## config.mk

```make
export PLATFORM = sky130hd
export DESIGN_NAME = seg_display_decoder
export DESIGN_NICKNAME = d
export VERILOG_FILES = /design/src/rtl/seg_decode_pkg.sv /design/src/rtl/seg_pattern_decode.sv /design/src/rtl/seg_display_decoder.sv
export SDC_FILE = /design/constraint.sdc
export NUM_CORES = 1
export LEC_CHECK = 0
export CORE_MARGIN = 1.5
export CORE_UTILIZATION = 40
export DETAILED_ROUTE_END_ITERATION = 6
export PLACE_DENSITY_LB_ADDON = 0.1
export SKIP_LAST_GASP = 1
export SLEW_MARGIN = 20
export SYNTH_ARGS = -nofsm -noshare
export SYNTH_HDL_FRONTEND = slang
export SYNTH_SLANG_ARGS = --single-unit
export TNS_END_PERCENT = 30
```

## constraint.sdc

```tcl
create_clock -name clk -period 2.7 [get_ports clk]
set_input_delay 0.54 -clock clk [delete_from_list [all_inputs] [get_ports clk]]
set_output_delay 0.54 -clock clk [all_outputs]
set_load 0.005 [all_outputs]
```

## src/rtl/seg_decode_pkg.sv

```systemverilog
// Shared types and helpers for the 7-segment bus receiver.
// Holds segment pattern constants, FSM states and decode functions.
package seg_decode_pkg;

  localparam int NUM_SLOTS = 4;

  // Active-low patterns on seg[6:0] = g..a
  localparam logic [6:0] SEG_0     = 7'h40;
  localparam logic [6:0] SEG_1     = 7'h79;
  localparam logic [6:0] SEG_2     = 7'h24;
  localparam logic [6:0] SEG_3     = 7'h30;
  localparam logic [6:0] SEG_4     = 7'h19;
  localparam logic [6:0] SEG_5     = 7'h12;
  localparam logic [6:0] SEG_6     = 7'h02;
  localparam logic [6:0] SEG_7     = 7'h78;
  localparam logic [6:0] SEG_8     = 7'h00;
  localparam logic [6:0] SEG_9     = 7'h10;
  localparam logic [6:0] SEG_BLANK = 7'h7F;

  typedef enum logic [1:0] {
    ST_IDLE,
    ST_SETTLE,
    ST_CAPTURE,
    ST_HOLD
  } state_t;

  typedef struct packed {
    logic       legal;
    logic [3:0] bcd;
  } bcd_t;

  typedef struct packed {
    logic       ok;
    logic [1:0] idx;
  } slot_t;

  function automatic bcd_t seg_to_bcd(
    input logic [6:0] seg7
  );
    bcd_t r;
    r.legal = 1'b1;
    r.bcd   = 4'd0;
    case (seg7)
      SEG_0:   r.bcd = 4'd0;
      SEG_1:   r.bcd = 4'd1;
      SEG_2:   r.bcd = 4'd2;
      SEG_3:   r.bcd = 4'd3;
      SEG_4:   r.bcd = 4'd4;
      SEG_5:   r.bcd = 4'd5;
      SEG_6:   r.bcd = 4'd6;
      SEG_7:   r.bcd = 4'd7;
      SEG_8:   r.bcd = 4'd8;
      SEG_9:   r.bcd = 4'd9;
      default: r.legal = 1'b0;
    endcase
    return r;
  endfunction

  // ok only when exactly one strobe is low
  function automatic slot_t onehot_low_idx(
    input logic [3:0] an
  );
    slot_t r;
    r.ok  = 1'b1;
    r.idx = 2'd0;
    case (an)
      4'b1110: r.idx = 2'd0;
      4'b1101: r.idx = 2'd1;
      4'b1011: r.idx = 2'd2;
      4'b0111: r.idx = 2'd3;
      default: r.ok  = 1'b0;
    endcase
    return r;
  endfunction

endpackage

```

## src/rtl/seg_pattern_decode.sv

```systemverilog
// Combinational seg[6:0] to {legal, bcd} decoder.
// Ports: seg (in, 7, active-low g..a), legal (out), bcd (out, 4).
module seg_pattern_decode (
  input  logic [6:0] seg,
  output logic       legal,
  output logic [3:0] bcd
);
  import seg_decode_pkg::*;

  bcd_t r;

  assign r     = seg_to_bcd(seg);
  assign legal = r.legal;
  assign bcd   = r.bcd;

endmodule

```

## src/rtl/seg_display_decoder.sv

```systemverilog
// Passive receiver for a multiplexed 4-digit 7-segment bus.
// In: clk, reset_n, seg[7:0], an[3:0]. Out: digit[15:0],
// digit_valid[3:0], blank[3:0], update, frame_done,
// bad_pattern, err_count[7:0].
module seg_display_decoder #(
  parameter int STABLE_CYCLES = 16,
  parameter int BLANK_TIMEOUT = 1_000_000,
  parameter int SYNC_STAGES   = 2
) (
  input  logic        clk,
  input  logic        reset_n,
  input  logic [7:0]  seg,
  input  logic [3:0]  an,
  output logic [15:0] digit,
  output logic [3:0]  digit_valid,
  output logic [3:0]  blank,
  output logic        update,
  output logic        frame_done,
  output logic        bad_pattern,
  output logic [7:0]  err_count
);
  import seg_decode_pkg::*;

  localparam int SW =
    (STABLE_CYCLES > 1) ? $clog2(STABLE_CYCLES) : 1;
  localparam int BW = $clog2(BLANK_TIMEOUT + 1);

  localparam logic [SW-1:0] STAB_LAST =
    SW'(STABLE_CYCLES - 1);
  localparam logic [SW-1:0] STAB_ONE  = SW'(1);
  localparam logic [BW-1:0] BLANK_MAX =
    BW'(BLANK_TIMEOUT);
  localparam logic [BW-1:0] BLANK_ONE = BW'(1);

  logic [SYNC_STAGES-1:0][3:0] an_sr;
  logic [SYNC_STAGES-1:0][6:0] seg_sr;
  logic [3:0]  an_s;
  logic [6:0]  seg_s;
  logic [10:0] bus_s;
  logic [10:0] bus_q;
  logic        changed;

  slot_t       slot;
  logic [3:0]  slot_mask;
  logic        dec_legal;
  logic [3:0]  dec_bcd;

  state_t        state;
  state_t        state_nx;
  logic [SW-1:0] stab_cnt;
  logic [SW-1:0] stab_nx;
  logic          do_cap;

  logic [3:0]    seen;
  logic [3:0]    seen_nx;
  logic [3:0][BW-1:0] blank_cnt;

  // decimal point carries no digit information
  logic dp_unused;
  assign dp_unused = seg[7];

  always_ff @(posedge clk or negedge reset_n) begin
    if (!reset_n) begin
      an_sr  <= '0;
      seg_sr <= '0;
    end else begin
      an_sr  <= {an_sr[SYNC_STAGES-2:0], an};
      seg_sr <= {seg_sr[SYNC_STAGES-2:0], seg[6:0]};
    end
  end

  assign an_s    = an_sr[SYNC_STAGES-1];
  assign seg_s   = seg_sr[SYNC_STAGES-1];
  assign bus_s   = {an_s, seg_s};
  assign changed = (bus_s != bus_q);

  always_ff @(posedge clk or negedge reset_n) begin
    if (!reset_n) bus_q <= '0;
    else          bus_q <= bus_s;
  end

  assign slot      = onehot_low_idx(an_s);
  assign slot_mask =
    slot.ok ? (4'b0001 << slot.idx) : 4'b0000;

  seg_pattern_decode u_dec (
    .seg   (seg_s),
    .legal (dec_legal),
    .bcd   (dec_bcd)
  );

  always_ff @(posedge clk or negedge reset_n) begin
    if (!reset_n) begin
      state    <= ST_IDLE;
      stab_cnt <= '0;
    end else begin
      state    <= state_nx;
      stab_cnt <= stab_nx;
    end
  end

  // Capture fires on the edge that enters CAPTURE, so the
  // registered pulses are visible during the CAPTURE cycle.
  always_comb begin
    state_nx = state;
    stab_nx  = stab_cnt;
    do_cap   = 1'b0;
    unique case (state)
      ST_IDLE: begin
        if (slot.ok) begin
          state_nx = ST_SETTLE;
          stab_nx  = '0;
        end
      end
      ST_SETTLE: begin
        if (changed) begin
          stab_nx  = '0;
          state_nx = slot.ok ? ST_SETTLE : ST_IDLE;
        end else if (stab_cnt == STAB_LAST) begin
          state_nx = ST_CAPTURE;
          do_cap   = 1'b1;
        end else begin
          stab_nx = stab_cnt + STAB_ONE;
        end
      end
      ST_CAPTURE, ST_HOLD: begin
        if (changed) begin
          stab_nx  = '0;
          state_nx = slot.ok ? ST_SETTLE : ST_IDLE;
        end else begin
          state_nx = ST_HOLD;
        end
      end
      default: begin
        state_nx = ST_IDLE;
        stab_nx  = '0;
      end
    endcase
  end

  assign seen_nx = seen | slot_mask;

  always_ff @(posedge clk or negedge reset_n) begin
    if (!reset_n) begin
      digit       <= '0;
      digit_valid <= '0;
      update      <= 1'b0;
      frame_done  <= 1'b0;
      bad_pattern <= 1'b0;
      err_count   <= '0;
      seen        <= '0;
    end else begin
      update      <= 1'b0;
      frame_done  <= 1'b0;
      bad_pattern <= 1'b0;
      if (do_cap) begin
        if (dec_legal) begin
          digit[{slot.idx, 2'b00} +: 4] <= dec_bcd;
          digit_valid <= digit_valid | slot_mask;
          update      <= 1'b1;
          if (seen_nx == 4'hF) begin
            frame_done <= 1'b1;
            seen       <= '0;
          end else begin
            seen <= seen_nx;
          end
        end else begin
          bad_pattern <= 1'b1;
          if (err_count != 8'hFF)
            err_count <= err_count + 8'd1;
        end
      end
    end
  end

  for (genvar g = 0; g < NUM_SLOTS; g++) begin : g_blank
    always_ff @(posedge clk or negedge reset_n) begin
      if (!reset_n)
        blank_cnt[g] <= '0;
      else if (slot_mask[g])
        blank_cnt[g] <= '0;
      else if (blank_cnt[g] < BLANK_MAX)
        blank_cnt[g] <= blank_cnt[g] + BLANK_ONE;
    end
    assign blank[g] = (blank_cnt[g] >= BLANK_MAX);
  end

endmodule

```

; Word-level counts from Yosys, hierarchy flattened
; Index checks and enable logic that the tools add are counted.
[totals]
word_cells = 112
reg_bits = 154
output_inout_bits = 35
[classes]
eq_ne = 24
order_cmp = 8
mux = 36
add_sub_neg = 7
reduce_logical = 13
bitwise = 3
shifts = 3
[ops]
columns = cell, n
row1 = 20-bit 2-to-1 mux, 8
row2 = 20-bit by 1-bit adder with 20-bit output (second input constant), 4
row3 = 20-bit >= comparator (second input constant), 4
row4 = 20-bit less-than comparator (second input constant), 4
row5 = 4-bit one-hot mux with 9 select lines, 1
row6 = 4-bit 2-to-1 mux, 6
row7 = 7-bit by 5-bit equality test with 1-bit output (second input constant), 3
row8 = 7-bit equality test (second input constant), 3
row9 = 4-bit equality test (second input constant), 5
row10 = 16-bit bitwise mux, 1
row11 = 4-bit by 6-bit variable shift with 16-bit output (first input constant), 1
row12 = 4-bit by 6-bit indexed part select with 16-bit output, 1
row13 = 7-bit by 6-bit equality test with 1-bit output (second input constant), 2
row14 = 1-bit 2-to-1 mux, 13
row15 = 2-bit one-hot mux with 3 select lines, 2
row16 = 4-bit one-hot mux with 3 select lines, 1
row17 = 11-bit inequality test, 1
row18 = 10-bit OR reduction, 1
row19 = 8-bit by 1-bit adder with 8-bit output (second input constant), 1
row20 = 2-bit 2-to-1 mux, 4
row21 = 8-bit inequality test (second input constant), 1
row22 = 4-bit bitwise OR, 2
row23 = 2-bit nonzero test, 4
row24 = 7-bit by 2-bit equality test with 1-bit output (second input constant), 1
row25 = 15 further kinds, 20

; Logic depth before layout (Yosys ltp)
; Gate-level depths: netlist of the first run.
[logic_depth]
ltp_word = 9
depth_mapped = 8
depth_no_buf = 8

; By module
; Synthesis of the first run repeated with hierarchy kept, for this count alone.
[unflattened]
hier_cells = 728
area_unflattened_um2 = 7480.9
[by_module_without_submodules]
columns = module, seq_area_each_um2, area_per_inst_um2, n_inst, cells_each
row1 = seg_display_decoder, 3853.7, 7257.0, 1, 696
row2 = seg_pattern_decode, 0.0, 224.0, 1, 32

; Worst setup path before layout of the first run
; OpenSTA, ideal clock, no wires.
[synth_timing]
kind = reg2reg
start = reg seg_sr, in the netlist seg_s[6]
end = reg digit[12]
synth_period_minus_slack_ps = 2257
stages_incl_launch_ff = 9
n_path_buf = 2
path_slack_ps = 443
arrival_ps = 2133
cell_sequence = dfrtp_1 -> buf_6 -> or3_4 -> a2111oi_2 -> a21oi_1 -> a211oi_2 -> buf_6 -> nand2_4 -> mux2_2
[synth_between]
elab_chain_len = 4
[synth_rtl]
columns = item, line
row1 = start: declaration, seg_display_decoder.sv:36  ; logic [SYNC_STAGES-1:0][6:0] seg_sr;
row2 = start signal: assignment, seg_display_decoder.sv:68  ; seg_sr <= {seg_sr[SYNC_STAGES-2:0], seg[6:0]};
row3 = "7-bit by 5-bit equality test with 1-bit output, or another cell as far along", seg_decode_pkg.sv:43  ; case (seg7)
row4 = "4-bit one-hot mux with 9 select lines, or another cell as far along", seg_decode_pkg.sv:43
row5 = "4-bit by 6-bit indexed part select with 16-bit output, or another cell as far along", seg_display_decoder.sv:158  ; digit[{slot.idx, 2'b00} +: 4] <= dec_bcd;
row6 = 16-bit bitwise mux or 2-bit AND reduction (tied branches), -
row7 = end signal: assignment, seg_display_decoder.sv:145  ; digit <= '0;
row8 = end signal: indexed assignment, seg_display_decoder.sv:158
row9 = end: declaration, seg_display_decoder.sv:14  ; output logic [15:0] digit,
; Several ways; a longest one is shown, not always the timed one.
; A chain may end at the register's enable or synchronous reset.

; Final worst setup path of the first run
[layout_timing]
start = reg blank_cnt[32] (netlist name)
end = out blank[1]
[layout_between]
elab_chain_len = 1
[layout_rtl]
columns = item, line
row1 = start: declaration, seg_display_decoder.sv:56  ; logic [3:0][BW-1:0] blank_cnt;
row2 = start signal: indexed assignment, seg_display_decoder.sv:183  ; blank_cnt[g] <= blank_cnt[g] + BLANK_ONE;
row3 = 20-bit >= comparator, seg_display_decoder.sv:185  ; assign blank[g] = (blank_cnt[g] >= BLANK_MAX);
row4 = end: declaration, seg_display_decoder.sv:16  ; output logic [3:0] blank,
; Every way passes these cells.

==> impl_metrics.ini, run 1 <==
[worst_setup_path]
cpMaxStageDelayCell = clkdlybuf4s50_1
path_class = flop to primary output
r2r_setup_slack_ns = 0.19
r2r-start = seg_s[6]
crit_path_start_kind = flop
reg2reg_depth = 7
cp_data_required_time_ns = 2.16
endpoint = blank[1]
cp-end-kind = primary output
slowest_delay_ns = 0.46
cp_max_fo = 7
crit_start = blank_cnt[32]
rr_endpoint = digit[0]
crit_chain = nor4_2 -> a21boi_0 -> o21bai_1 -> inv_2 -> clkdlybuf4s50_1
crit_arrival_ns = 2.06

[logic_synthesis]
synth.distinct_cells = 53
ys_warn_count = 0
ys_seq_area_share_pct = 53.6
synth.area.top_cells = dfrtp_1 54%, xor2_1 6.1%, nor2_1 5.1%, xnor2_1 4.4%, nand4_1 2.9%
synthCells = 694
synth_top_area_cell = dfrtp_1
netlist_area_um2 = 7180
avgSynthCellArea_um2 = 10.4
synth_nets = 722
synth_seq_cells = 154
synth_top_area_share_pct = 53.6

[routing]
initialDrtViolationCount = 341
drtPass1Iterations = 4
drc_errors = 0
wl_met3_um = 433
wl_met1_um = 7100
routed_wirelength_um = 14900
routed.top_layer = met4
routed_via_density = 5.26
dr_wl_met2_um = 7110
vias = 5217
avgRoutedWirePerCell_um = 15.0
ant_nets = 0

[layout]
fin_nets = 781
fillers = 1635
post-route-util_pct = 49.4
drive_above_1_share_pct = 10.3
fin_area_um2 = 8610
multi_input_area_um2 = 3160
stdcell_count = 991
final_common_cell = dfrtp_1
seq_area_um2 = 3850
diodes = 0
areaGrowthSynthToFinish_pct = 19.8
mostFrequentLayoutCells = 153 x dfrtp_1, 97 x nor2_1, 50 x xor2_1

[floorplanning]
core_um2 = 17400
start_util_pct = 41.2
fp.dieW_um = 137
die_h_um = 137
ios = 49
num_rows = 48
dieArea_um2 = 18800

[clock_tree]
tritoncts = built
clkLatencyLatePin_ns = 0.42
cts_max_level = 4
clockBufferDepth = 2
cts_root_buf = clkbuf_16
cts.sinks = 154
hold_buffers = 0
cts_buffers = 17
clk_pin_slew_worst_paths_ns = 0.07

[place]
placed_area_um2 = 7950
port_buffers = 47
gp_congestion = 0.779
hpwlAfterDp_um = 9900
pre_cts_slack_ns = 0.194
place_inst = 955

[global_route]
grt_start_max_net_pins = 58
grt_overflow = 0
antenna_found_initial = 0
grt_pass1_wl_um = 25200
grt_pass1_vias = 5022
gr-usage-all-layers_pct = 17.3

[sta]
layout_setup_ws_ns = 0.105
relSlewSlack_pct = 56.3
rsz0062_at_grt = yes
clock_skew_ns = 0.00664
min_period_ns = 2.60
worst_pin_slew_ns = 0.653
fmaxAchievable_ghz = 0.385
post-route-period-util_pct = 96.1
setup_violations = 0
drv_slew = 0
hold_viol = 0

[power_and_ir_drop]
p_leak_uw = 0.00392
total_power_uw = 5890
vdd_drop_max_mv = 0.426
cellPowerDensity_nw_per_um2 = 684

[run]
cap_violations = 0

[status]
status = completed

[hold_path]
hold_class = input port to async pin
## synth_stat cells (all sizes together)
master	instances
nand3b	2
a21oi	18
o21a	1
nand4	33
nor3	22
a32oi	2
nand2b	3
o31ai	6
o21bai	3
and3	17
o22a	1
o2bb2ai	5
nor2	97
xor2	50
a31o	1
or4	2
a21o	5
inv	24
nor4	12
ha	14
or4b	1
or3	6
and2	5
nor3b	1
nand2	47
o21ai	11
a211oi	2
xnor2	36
dfrtp	154
nor4b	1
a2bb2oi	1
a22oi	2
buf	4
a2111oi	1
a21boi	8
and4	12
nor2b	2
a31oi	3
and4b	1
nand3	40
o22ai	2
nand4b	1
clkbuf	20
mux2	14
mux2i	1
## timing repair
item / CTS / global route
buffers inserted: 0 / 4
gates resized for setup: 0 / 6
endpoints found under the setup margin: 0 / 4
## per-layer routing
metal | track usage (%) | up-vias
met4 | 7.31 | 0
met2 | 27.0 | 80
met1 | 23.3 | 2585
met5 | 0 | -
li1 | - | 2533
met3 | 3.81 | 19
## metrics by stage
stage / hold slack, ns / setup TNS (ns)
floorplan: 0.244 / 0
global placement: 0.334 / 0
detailed placement: 0.335 / 0
CTS: 0.0876 / 0
global route: 0.104 / -0.0624
finish: 0.0734 / 0
## final cells by class
class                      instances  share of cell area (%)
clock buffer                      17                    4.94
clock inverter                    15                    2.05
inverter                          24                    1.05
multi-input combinational        492                    36.7
sequential                       154                    44.8
tap                              225                    3.27
timing repair buffer              64                    7.25
## state kept, by name, indices dropped and copies added (netlist names)
register	cells
blank_cnt	80
digit	16
bus_q	11
err_count	8
seg_s	7
seg_sr	7
an_s	4
an_sr	4
digit_valid	4
seen	4
stab_cnt	4
state	2
bad_pattern	1
frame_done	1
update	1
## how the worst min path moves through the flow
stage / end / cells past startpoint / slack, ns
final: bus_q[0] / 1 / 0.07
after global routing: err_count[4] / 1 / 0.10
after CTS: err_count[4] / 1 / 0.09
after detailed placement: an_s[0] / 0 / 0.33
after global placement: seg_s[2] / 0 / 0.33
after floorplan: an_s[0] / 0 / 0.24
## power by group
part           internal [uW]  total, uW  switching (uW)
clock network           1400       2440            1040
registers               2510       2740             223
logic                    285        713             428
total                   4200       5890            1690
## critical path, delay by kind of cell (launching register included)
| family | cells | cell delay, ns |
|---|---|---|
| AO/OA/AOI/OAI | 2 | 0.37 |
| flip-flops | 1 | 0.42 |
| AND/OR/NAND/NOR | 1 | 0.27 |
| buffers and inverters | 2 | 0.57 |
## cells by family (layout without fill, tap and decap cells)
family	Yosys count	count (layout)	synth area share, %
fa+ha+maj	14	14	2.44
simple gates	305	305	21.5
xor+xnor	86	86	10.5
compound gates	72	72	6.83
mux	15	15	2.33
flops	154	154	53.6
buf+inv	48	120	2.75
No activity file was read; power rests on OpenSTA's default activity.
==> run 2: changes to the inputs <==
--- a/config.mk
+++ b/config.mk
@@ -5,6 +5,7 @@
 export SDC_FILE = /design/constraint.sdc
 export NUM_CORES = 1
 export LEC_CHECK = 0
+export ABC_AREA = 1
 export CORE_MARGIN = 1.5
 export CORE_UTILIZATION = 40
 export DETAILED_ROUTE_END_ITERATION = 6
==> impl_metrics.ini, run 2 <==
[sta]
hold_viol = 0
clock_skew_ns = 0.0142
setup_violations = 0
worst_pin_slew_ns = 0.612
fmaxAchievable_ghz = 0.392
rsz0062_at_grt = no
post-route-period-util_pct = 94.5
timing.setup.tns_ns = 0
drv_slew = 0
min_period_ns = 2.55
relSlewSlack_pct = 58.9

[clock_tree]
hold_buffers = 0
clockBufferDepth = 2
clk_pin_slew_worst_paths_ns = 0.07
postCtsSetupRepairBufs = 0
cts_root_buf = clkbuf_16
cts_buffers = 17
cts_max_level = 4
ctsResizeCount = 0
tritoncts = built
cts.sinks = 154
clkLatencyLatePin_ns = 0.43

[routing]
initialDrtViolationCount = 385
vias = 7292
avgRoutedWirePerCell_um = 13.8
ant_nets = 0
drc_errors = 0
drtPass1Iterations = 5
routed_via_density = 5.00
routed_wirelength_um = 20200

[power_and_ir_drop]
cellPowerDensity_nw_per_um2 = 639
switching_share_pct = 29.3
p_leak_uw = 0.00485
vdd_drop_max_mv = 0.455
seq_power_share_pct = 42.4
p_sw_uw = 1890
clock_power_share_pct = 42.0
p_int_uw = 4540
pwr-share-comb_pct = 15.6

[global_route]
antenna_found_initial = 0
grt_pass1_wl_um = 34100
gr-usage-all-layers_pct = 19.4
grt_pass1_vias = 6868
grt_start_max_net_pins = 58
grt_overflow = 0

[logic_synthesis]
synthArstFlopShare_pct = 100
synth_common_cells = 282 x nand2_1, 154 x dfrtp_1, 125 x nand3_1
synth_top_area_share_pct = 45.3
synthCells = 1105
avgSynthCellArea_um2 = 7.70
synth_nets = 1133
synth-edff-count = 0
yosys.cell_count.top_type = nand2_1
synth_seq_cells = 154
ys_warn_count = 0
synth_top_area_cell = dfrtp_1
synth.distinct_cells = 37
netlist_area_um2 = 8510
synth.area.top_cells = dfrtp_1 45%, nand2_1 12%, nand3_1 7.4%, inv_1 5.4%, nor2_1 4.9%
ys.flop_type = dfrtp_1
ys_seq_area_share_pct = 45.3

[place]
hpwlAfterDp_um = 14600
place_inst = 1427
gp_congestion = 0.837
port_buffers = 47

[run]
cap_violations = 0

[layout]
stdcell_count = 1459
fillers = 2107
mostFrequentLayoutCells = 282 x nand2_1, 154 x dfrtp_1, 125 x nand3_1
areaGrowthSynthToFinish_pct = 18.1
largest_register_ffs = 80
drive_above_1_share_pct = 7.69
reg.largest.list = blank_cnt x80, digit x16, bus_q x11
regMostFlops = blank_cnt
final_common_cell = nand2_1
diodes = 0
fin_nets = 1199

[worst_setup_path]
cp_data_required_time_ns = 2.16
path_class = flop to primary output
cp-end-kind = primary output
crit_path_start_kind = flop
crit_arrival_ns = 2.01
cp_max_fo = 4

[floorplanning]
ios = 49
dieArea_um2 = 22200
core_um2 = 21000
die_h_um = 149
fp.dieW_um = 149
num_rows = 53
start_util_pct = 40.6

[hold_path]
hold_class = input port to async pin

[status]
status = completed
run 2: stage by stage:
stage	cell area, um2	power [uW]	utilization (%)	hold slack (ns)	setup slack [ns]
2_1_floorplan	8510	3460	-	0.244	0.554
6_report	10000	6430	48.0	0.0742	0.148
3_3_place_gp	9380	3750	44.8	0.332	0.503
5_1_grt	10000	6790	48.0	0.118	0.0334
4_1_cts	10000	6500	48.0	0.0998	0.150
3_5_place_dp	9380	3770	44.8	0.335	0.443
run 2: cell families (layout without fill, tap and decap cells):
group | Yosys count | count (layout) | share of synthesized area (%)
and+or+nand+nor | 651 | 651 | 35.2
buffers and inverters | 150 | 229 | 7.00
adders and majority gates | 14 | 14 | 2.06
DFF | 154 | 154 | 45.3
AOI/OAI and AO/OA | 97 | 97 | 6.41
xor gates and xnor gates | 39 | 39 | 4.01
run 2: area by class of cell:
type | count | area (um2) | area share [%]
inverters | 133 | 502 | 4.99
well taps | 275 | 344 | 3.42
flip-flops and latches | 154 | 3850 | 38.3
multi-input cells | 801 | 4060 | 40.4
clock inverters | 15 | 240 | 2.39
clock buffers | 17 | 425 | 4.23
repair buffers | 64 | 624 | 6.21
run 2: per-layer routing:
metal / routed length (um) / share of wire [%] / up-vias / GRT usage [%]
met5: 0 / 0 / - / 0
met4: 284 / 1.4 / 0 / 5.64
met3: 633 / 3.1 / 23 / 3.52
met2: 9250 / 46 / 106 / 30.7
met1: 9990 / 50 / 3413 / 27.3
li1: - / - / 3750 / -
run 2: critical path, cell delays in order (launching register included):
cell             delay (ns)
dfrtp_1                0.39
nand2_1                0.10
nor3_1                 0.21
nand4_1                0.13
nand2_1                0.21
clkdlybuf4s50_1        0.55
run 2: power by group through the flow:
stage	registers (uW)	clock network (uW)	logic, uW
5_1_grt	2760	2870	1160
4_1_cts	2720	2770	1010
3_3_place_gp	2760	0	992
6_report	2720	2700	1000
2_1_floorplan	2720	0	741
3_5_place_dp	2760	0	1010
run 2: final timing paths:
kind	start	end	slack [ns]	depth (start not counted)
hold / removal	reset_n	seg_s[1]	0.07	1
setup reg to reg	an_s[3]	digit[3]	0.47	10
min in group clk	seg_sr[2]	seg_s[2]	0.34	0
hold reg to reg	seg_sr[2]	seg_s[2]	0.34	0
max in group asynchronous	reset_n	blank_cnt[10]	1.97	2
setup / recovery	blank_cnt[37]	blank[1]	0.15	5
==> run 3: changes to the inputs <==
--- a/config.mk
+++ b/config.mk
@@ -9,6 +9,7 @@
 export CORE_MARGIN = 1.5
 export CORE_UTILIZATION = 40
 export DETAILED_ROUTE_END_ITERATION = 6
+export GPL_TIMING_DRIVEN = 0
 export PLACE_DENSITY_LB_ADDON = 0.1
 export SKIP_LAST_GASP = 1
 export SLEW_MARGIN = 20
==> impl_metrics.ini, run 3 (same netlist as run 2, synthesis figures left out) <==
[routing]
vias = 7347
avgRoutedWirePerCell_um = 13.8
ant_nets = 0
routed_wirelength_um = 20200
initialDrtViolationCount = 414
routed_via_density = 5.02
drtPass1Iterations = 4
drc_errors = 0

[clock_tree]
cts.sinks = 154
cts_root_buf = clkbuf_16
tritoncts = built
clk_pin_slew_worst_paths_ns = 0.07
clockBufferDepth = 2
cts_buffers = 17
cts_max_level = 4
hold_buffers = 0
clkLatencyLatePin_ns = 0.44

[worst_setup_path]
r2r_setup_slack_ns = 0.26
cp_common_cell = nand2_1
crit_chain = nand2_1 -> nor3_2 -> nand4_1 -> nand2_1 -> buf_4 -> clkdlybuf4s50_1
cp-end-kind = primary output
crit_arrival_ns = 2.13
critPathTopFamily = buffers and inverters
path_class = flop to primary output
slowest_delay_ns = 0.51
cp_data_required_time_ns = 2.16
cp_num_buf_inv = 2
cp_max_fo = 10
cpMaxStageDelayCell = clkdlybuf4s50_1
crit_path_start_kind = flop

[sta]
drv_slew = 0
relSlewSlack_pct = 58.2
worst_pin_slew_ns = 0.625
layout_setup_ws_ns = 0.0285
hold_viol = 0
fmaxAchievable_ghz = 0.374
min_period_ns = 2.67
clock_skew_ns = 0.00938
rsz0062_at_grt = yes
setup_violations = 0
post-route-period-util_pct = 98.9

[global_route]
antenna_found_initial = 0
grt_pass1_vias = 6824
grt_start_max_net_pins = 96
grt_overflow = 0
grt_pass1_wl_um = 33900
gr-usage-all-layers_pct = 19.2

[layout]
mostFrequentLayoutCells = 280 x nand2_1, 153 x dfrtp_1, 125 x nand3_1
final_common_cell = nand2_1
reg.largest.list = blank_cnt x80, digit x16, bus_q x11
drive_above_1_share_pct = 8.33
areaGrowthSynthToFinish_pct = 17.4
fin_nets = 1203
diodes = 0
largest_register_ffs = 80
regMostFlops = blank_cnt

[hold_path]
hold_class = input port to async pin

[place]
hpwlAfterDp_um = 14500
port_buffers = 47
gp_congestion = 0.856
pre_cts_slack_ns = 0.165

[power_and_ir_drop]
vdd_drop_max_mv = 0.369
total_power_uw = 6130
p_leak_uw = 0.00480
cellPowerDensity_nw_per_um2 = 613

[floorplanning]
dieArea_um2 = 22200
die_h_um = 149
ios = 49
num_rows = 53
fp.dieW_um = 149
start_util_pct = 40.6
core_um2 = 21000

[run]
cap_violations = 0

[status]
status = completed
-- run 3: what timing repair did --
item	CTS	global route
gates resized for setup	1	10
setup buffers	0	5
setup endpoints to repair	3	24
cloned	0	0
pin swaps	0	0
-- run 3: area by class of cell --
cell class / instances / area (um2)
Buffer: 15 / 93.8
Sequential cell: 154 / 3850
Clock buffer: 17 / 425
Multi-Input combinational cell: 801 / 4080
Fill cell: 2139 / 11000
Tap cell: 275 / 344
Inverter: 133 / 505
Timing Repair Buffer: 53 / 541
Clock inverter: 15 / 154
-- run 3: path summary, 6_finish.rpt --
check / startpoint / end / cells past startpoint
setup reg to reg: an_s[3] / seen[1] / 13
hold / removal: reset_n / stab_cnt[0] / 1
max in group asynchronous: reset_n / blank_cnt[72] / 2
setup / recovery: blank_cnt[77] / blank[3] / 6
min in group clk: seg_sr[0] / seg_s[0] / 0
hold reg to reg: seg_sr[0] / seg_s[0] / 0
-- run 3: power breakdown --
part	internal (uW)	switching [uW]	leakage [uW]
combinational	350	649	0.00251
clock	1300	1090	0.000276
sequential	2520	208	0.00202
-- run 3: metrics by stage --
stage	cell area (um2)	utilization [%]	hold WS (ns)	TNS, ns	cells
floorplan	8510	-	0.244	0	1105
detailed placement	9360	44.7	0.335	0	1428
CTS	9930	47.4	0.0391	-0.123	1459
global route	9990	47.7	0.0546	-0.164	1463
global placement	9320	44.5	0.332	-848.55	1427
finish	9990	47.7	0.0267	0	1463
-- run 3: per-layer routing --
layer	global-route usage [%]	wire length (um)	vias up
li1	-	-	3765
met1	27.9	10300	3451
met2	29.5	9070	117
met3	3.52	683	14
met4	5.20	231	0
met5	0	0	-
